[config.mk]
export PLATFORM = sky130hd
export DESIGN_NAME = fetch_stage
export DESIGN_NICKNAME = d
export VERILOG_FILES = /design/src/rtl/mips_pkg.sv /design/src/rtl/program_counter.sv /design/src/rtl/fetch_stage.sv
export SDC_FILE = /design/constraint.sdc
export NUM_CORES = 1
export LEC_CHECK = 0
export ABC_AREA = 0
export CAP_MARGIN = 40
export CORE_MARGIN = 5
export CORE_UTILIZATION = 41
export CTS_CLUSTER_SIZE = 10
export DETAILED_ROUTE_END_ITERATION = 10
export PLACE_DENSITY = 0.81
export SYNTH_ARGS = -nofsm -noshare
export SYNTH_HDL_FRONTEND = slang
export SYNTH_SLANG_ARGS = --single-unit
[constraint.sdc]
create_clock -name clk -period 2.8 [get_ports clk]
set_clock_uncertainty 0.05 [all_clocks]
set_input_delay 0.84 -clock clk [delete_from_list [all_inputs] [get_ports clk]]
set_output_delay 0.84 -clock clk [all_outputs]
set_load 0.03 [all_outputs]
[src/rtl/mips_pkg.sv]
// Shared MIPS core definitions: reset/bubble constants, opcodes used
// by Control, and the fetch tracker state type.
package mips_pkg;

    localparam logic [31:0] RESET_PC  = 32'h0040_0000;
    localparam logic [31:0] NOP_INSTR = 32'h0000_0000;

    localparam logic [5:0] R_TYPE = 6'h00;
    localparam logic [5:0] ADDI   = 6'h08;
    localparam logic [5:0] ORI    = 6'h0d;

    typedef enum logic {
        RUN,
        WAIT
    } fetchState_t;

endpackage

[src/rtl/program_counter.sv]
// Fetch PC register with +4 adder and redirect/hold selection.
// Ports: clk, reset, hold, loadEn, loadPc -> pc, pcPlus4.
module program_counter #(
    parameter logic [31:0] RESET_PC = mips_pkg::RESET_PC
) (
    input  logic        clk,
    input  logic        reset,
    input  logic        hold,
    input  logic        loadEn,
    input  logic [31:0] loadPc,
    output logic [31:0] pc,
    output logic [31:0] pcPlus4
);

    // Wraps naturally at 32 bits.
    assign pcPlus4 = pc + 32'd4;

    always_ff @(posedge clk) begin
        if (reset) begin
            pc <= RESET_PC;
        end else if (loadEn) begin
            // Redirect targets are word aligned; low bits dropped.
            pc <= loadPc & ~32'h3;
        end else if (!hold) begin
            pc <= pcPlus4;
        end
    end

endmodule

[src/rtl/fetch_stage.sv]
// Instruction fetch plus IF/ID register; stall, redirect/flush, imem wait.
// Ports: clk, reset, stall, redirect_en/pc, imem_*, pc_if, IF/ID outputs,
// opcode_id; stall/bubble/redirect_cnt only with FETCH_PERF_CNT_EN.
module fetch_stage #(
    parameter logic [31:0] RESET_PC  = mips_pkg::RESET_PC,
    parameter logic [31:0] NOP_INSTR = mips_pkg::NOP_INSTR
`ifdef FETCH_PERF_CNT_EN
    ,
    parameter int PERF_CNT_WIDTH = 16
`endif
) (
    input  logic        clk,
    input  logic        reset,
    input  logic        stall,
    input  logic        redirect_en,
    input  logic [31:0] redirect_pc,
    output logic [31:0] imem_addr,
    input  logic [31:0] imem_rdata,
    input  logic        imem_ready,
    output logic [31:0] pc_if,
    output logic [31:0] instr_id,
    output logic [31:0] pc_plus4_id,
    output logic        valid_id,
    output logic [5:0]  opcode_id
`ifdef FETCH_PERF_CNT_EN
    ,
    output logic [PERF_CNT_WIDTH-1:0] stall_cnt,
    output logic [PERF_CNT_WIDTH-1:0] bubble_cnt,
    output logic [PERF_CNT_WIDTH-1:0] redirect_cnt
`endif
);

    import mips_pkg::*;

    logic [31:0] pcPlus4;
    logic        pcHold;

    // PC advances only on a normal cycle; redirect is handled by loadEn.
    assign pcHold = stall | ~imem_ready;

    program_counter #(
        .RESET_PC(RESET_PC)
    ) uPc (
        .clk    (clk),
        .reset  (reset),
        .hold   (pcHold),
        .loadEn (redirect_en),
        .loadPc (redirect_pc),
        .pc     (pc_if),
        .pcPlus4(pcPlus4)
    );

    assign imem_addr = pc_if;
    assign opcode_id = instr_id[31:26];

    always_ff @(posedge clk) begin
        if (reset) begin
            instr_id    <= NOP_INSTR;
            pc_plus4_id <= 32'd0;
            valid_id    <= 1'b0;
        end else if (redirect_en) begin
            instr_id    <= NOP_INSTR;
            pc_plus4_id <= 32'd0;
            valid_id    <= 1'b0;
        end else if (stall) begin
            instr_id    <= instr_id;
            pc_plus4_id <= pc_plus4_id;
            valid_id    <= valid_id;
        end else if (!imem_ready) begin
            instr_id    <= NOP_INSTR;
            pc_plus4_id <= 32'd0;
            valid_id    <= 1'b0;
        end else begin
            instr_id    <= imem_rdata;
            pc_plus4_id <= pcPlus4;
            valid_id    <= 1'b1;
        end
    end

`ifdef FETCH_PERF_CNT_EN
    localparam logic [PERF_CNT_WIDTH-1:0] CNT_MAX = '1;

    fetchState_t fetchState;

    // Tracker and saturating event counters, same priority as datapath.
    always_ff @(posedge clk) begin
        if (reset) begin
            fetchState   <= RUN;
            stall_cnt    <= '0;
            bubble_cnt   <= '0;
            redirect_cnt <= '0;
        end else begin
            if (redirect_en) begin
                if (redirect_cnt != CNT_MAX) redirect_cnt <= redirect_cnt + 1'b1;
            end else if (stall) begin
                if (stall_cnt != CNT_MAX) stall_cnt <= stall_cnt + 1'b1;
            end else if (!imem_ready) begin
                if (bubble_cnt != CNT_MAX) bubble_cnt <= bubble_cnt + 1'b1;
            end

            case (fetchState)
                RUN: begin
                    if (!redirect_en && !stall && !imem_ready)
                        fetchState <= WAIT;
                end
                WAIT: begin
                    if (redirect_en || imem_ready)
                        fetchState <= RUN;
                end
                default: fetchState <= RUN;
            endcase
        end
    end
`endif

endmodule

**Word-level counts from Yosys, hierarchy flattened**

Index checks and enable logic that the tools add are counted.

- Flip-flop bits (word level): 97
- Input bits: 69
- Word-level logic and storage cells: 15
- Output and inout bits: 135

- Reduce and logical (&&, ||, !) cells: 1
- Equal/unequal tests: 1
- Bitwise operators: 2
- Mux-type cells: 5
- Add/subtract/negate cells: 1

Operators by type and width:

| cell | number |
|---|---|
| two-way mux 32 bit | 4 |
| adder 32 x 3 -> 32 bit (second input constant) | 1 |
| != test 2 bit (second input constant) | 1 |
| OR reduction 2 bit | 1 |
| two-way mux 1 bit | 1 |
| NOT 1 bit | 1 |
| OR 1 bit | 1 |

**Depth between registers and ports, before layout**

- Depth after elaboration: 4
- Gate-level depth with buffers: 7
- Gate-level depth less buffers: 6

**Cells and area by module**

Synthesis repeated with hierarchy kept, for this count alone.

- Cells, all modules: 629
- Area total of the unflattened synthesis: 5182.5 µm²

By module, submodules not included:

| module | cells an instance | area an instance (µm²) | instances | seq. area each (µm²) |
|---|---|---|---|---|
| fetch_stage | 327 | 2831.5 | 1 | 1301.2 |
| program_counter | 302 | 2351.0 | 1 | 600.6 |

**Worst setup path after synthesis**

OpenSTA, ideal clock, no wires.

- Path kind: reg2reg
- Start: register uPc.pc[2]
- End: register uPc.pc[28]
- Path buffers: 0
- Data required time: 2618 ps
- Library setup time: 132 ps
- Slack: 530 ps
- Clock period less this slack: 2270 ps
- Cell stages (with the launch flop): 7
- Data arrival time: 2088 ps
- Cell sequence: dfxtp_1 ha_1 nand3_2 or2_1 or4_1 xor2_1 o22ai_2

- Longest elaborated chain between the ends: 3

Ends and longest elaborated chain:

| element | RTL line | text |
|---|---|---|
| start, declared | program_counter.sv:11 | `output logic [31:0] pc,` |
| start signal, assigned | program_counter.sv:23 | `pc <= loadPc & ~32'h3;` |
| start signal, assigned | program_counter.sv:25 | `pc <= pcPlus4;` |
| adder 32 x 3 -> 32 bit | program_counter.sv:16 | `assign pcPlus4 = pc + 32'd4;` |
| two-way mux 32 bit | program_counter.sv:24 | `end else if (!hold) begin` |
| two-way mux 32 bit | program_counter.sv:21 | `end else if (loadEn) begin` |

Every way passes these cells. The select of a mux whose other input is x is not followed.
A chain may end at the register's enable or synchronous reset.

**Worst setup path after layout**

- Start: register uPc.pc[10]
- End: output imem_addr[10]

RTL lines:

| element | RTL line | text |
|---|---|---|
| end, declared | fetch_stage.sv:17 | `output logic [31:0] imem_addr,` |

No word-level cell between the ends.

==> impl_metrics.csv <==
group,metric,value,unit
status,status,"finished, final reports clean",
finish,final_common_cell,"clkdlybuf4s50_1",
placed_design,hpwl,9929,µm
detailed_routing,wl_per_cell,17.04,µm
finish,fillCellCount,859,
sta,drv_slew,0,
detailed_routing,drt_iter0_markers,260,
placed_design,place.gp.congestion,0.8471,
sta,finalSetupViolCount,0,
placed_design,io_buffers,195,
worst_setup_path,cp_top_family,"buffers and inverters",
sta,max_slew_margin,62.05,%
worst_setup_path,crit_type,"flip-flop to output port",
worst_setup_path,worst_setup_path_end_kind,"output port",
sta,fin_crit,2.548,ns
floorplan,die_x,111.9,µm
grt,grt_max_degree,63,
floorplan,io_pins,204,
grt,globalRouteTotalUtil,20.35,%
cts,ctsResizeCount,0,
cts,clkTransAtPathRegs,0.09,ns
sta,hold_violations,0,
job,maxCapViolCount,0,
grt,gr-total-overflow,0,
worst_setup_path,critPathLaunchType,"flip-flop",
power,p_total,2.927,mW
detailed_routing,routed_wl,13170,µm
grt,grt_pass1_vias,4112,
floorplan,die_h,111.9,µm
cts,clock_path_buffers,2,
detailed_routing,vias_per_cell,5.210,
sta,finalCritPeriodShare,91.00,%
power,leakage,2.278,nW
cts,cts-buffers-inserted,9,
worst_setup_path,crit_required,1.91,ns
finish,area_growth_syn_to_layout,48.19,%
finish,multi_input_area,1952,µm²
detailed_routing,vias,4027,
cts,cts_hold_buf,0,
worst_setup_path,critPathMaxFanout,10,
yosys,syn_area_per_cell,8.870,µm²
cts,clock_latency,0.35,ns
floorplan,dieArea,12520,µm²
worst_setup_path,path_cells,"clkdlybuf4s50_1",
finish,antenna_cells,0,
finish,nets,702,
cts,root_buffer,"clkbuf_8",
floorplan,core,10230,µm²
worst_setup_path,cp_slowest_stage_delay,0.75,ns
worst_setup_path,regToRegSetupSlack,0.51,ns
power,ir_drop,0.3206,mV
yosys,yosysTopAreaCellShare,43.73,%
worst_setup_path,slowest_stage,"clkdlybuf4s50_1",
power,power_density,463.8,nW/µm²
worst_setup_path,crit_buf_inv,1,
worst_hold_path,min_path_type,"flip-flop to flip-flop",
yosys,synth.area.top_cells,"dfxtp_1 (44%), buf_4 (7.6%), a22o_1 (6.6%)",
sta,maxClockFrequency,0.3924,GHz
grt,grt_pass1_wl,21020,µm
yosys,synth_seq_cells,93,
floorplan,start_util,41.62,%
finish,layout_common_cells,"clkdlybuf4s50_1 (195), dfxtp_1 (93), nand2_1 (53), a22o_1 (32), o21ai_0 (30)",
grt,antenna_found_initial,0,
floorplan,rows,37,
finish,layout-drive-gt1-share,6.907,%
cts,htreeDepth,3,
yosys,synth_area,4258,µm²
finish,final-seq-area,1862,µm²
detailed_routing,ant_nets,0,
cts,cts_tree,"built",
sta,setup-tns-final,0,ns
cts,cts_sinks,93,
yosys,yosysWarningCount,0,
sta,worstMarginPinSlew,0.5641,ns
cts,post_cts_buffers,0,
yosys,yosysTopAreaCell,"dfxtp_1",
detailed_routing,first_pass_iters,4,
sta,rsz0062_at_grt,"no",
detailed_routing,drc_errors,0,
yosys,seq_area_frac_synth,43.73,%
yosys,ys_types,45,
worst_setup_path,critical_path_arrival,1.66,ns
yosys,syn_inst,480,
[cells in the mapped netlist (all sizes together)]
| cell type | count |
|---|---|
| nor4b | 1 |
| a31oi | 1 |
| nor4 | 7 |
| ha | 1 |
| a211oi | 15 |
| buf | 50 |
| xnor2 | 18 |
| o32ai | 1 |
| nor2b | 1 |
| o31a | 2 |
| or3 | 2 |
| o21ai | 31 |
| o31ai | 1 |
| o21a | 1 |
| nor3 | 10 |
| a22o | 32 |
| xor2 | 27 |
| nor2 | 28 |
| inv | 3 |
| and4 | 3 |
| nand2b | 2 |
| clkbuf | 28 |
| and2 | 2 |
| nand4 | 13 |
| nand3 | 17 |
| a21oi | 16 |
| o21bai | 1 |
| conb | 1 |
| dfxtp | 93 |
| and3 | 10 |
| nor3b | 1 |
| nand2 | 53 |
| or4 | 1 |
| o22ai | 4 |
| or2 | 1 |
| mux2i | 2 |
[routing by layer]
layer / GRT usage, % / vias to the layer above / part of all wire, %
met1: 24.76 / 1920 / 40
li1: - / 1931 / -
met2: 35.61 / 153 / 52
met5: 0 / - / 0
met3: 4.293 / 23 / 5.8
met4: 6.894 / 0 / 2.3
[where the power goes]
part | total [mW] | internal (mW) | switching [mW] | leakage [nW]
Combinational | 0.561 | 0.267 | 0.294 | 1.41
Sequential | 1.43 | 1.37 | 0.0671 | 0.758
Clock | 0.933 | 0.446 | 0.487 | 0.107
[flip-flops by register name, indices dropped and copies added (netlist names)]
name,flops
instr_id,32
pc_plus4_id,30
uPc.pc,30
valid_id,1
[area by class of cell]
class / count / area share, %
multi-input cells: 311 / 30.93
clock inverters: 6 / 1.110
flip-flops and latches: 93 / 29.51
repair buffers: 214 / 33.39
clock buffers: 10 / 2.181
inverters: 3 / 0.1785
well taps: 136 / 2.697
[per-stage QoR]
stage                     hold WS [ns]  utilization [%]  std cells  area, µm²  worst slack, ns
final                           0.4031            61.67        773       6310           0.2519
after global routing            0.4293            61.67        773       6310           0.1748
after CTS                       0.4043            61.67        773       6310           0.2384
after detailed placement        0.3900            59.64        757       6102           0.1324
after global placement          0.3858            59.64        757       6102           0.2026
after floorplan                 0.5203                -        485       4277           0.5298
[worst paths after layout]
path                        start         endpoint  depth (start not counted)
setup reg to reg        uPc.pc[2]       uPc.pc[28]                          6
hold / removal    pc_plus4_id[25]  pc_plus4_id[25]                          2
setup / recovery       uPc.pc[10]    imem_addr[10]                          1
hold reg to reg   pc_plus4_id[25]  pc_plus4_id[25]                          2
[kinds of logic after synthesis]
logic type,Yosys count,synth area share (%)
AND/OR/NAND/NOR,152,18.16
AO/OA/AOI/OAI,105,16.90
flip-flops,93,43.73
buffers and inverters,81,11.11
XOR/XNOR,45,9.257
multiplexers,2,0.4702
adder cells (fa/ha/maj),1,0.2938
other,1,0.08807
No activity file was read; power rests on OpenSTA's default activity.
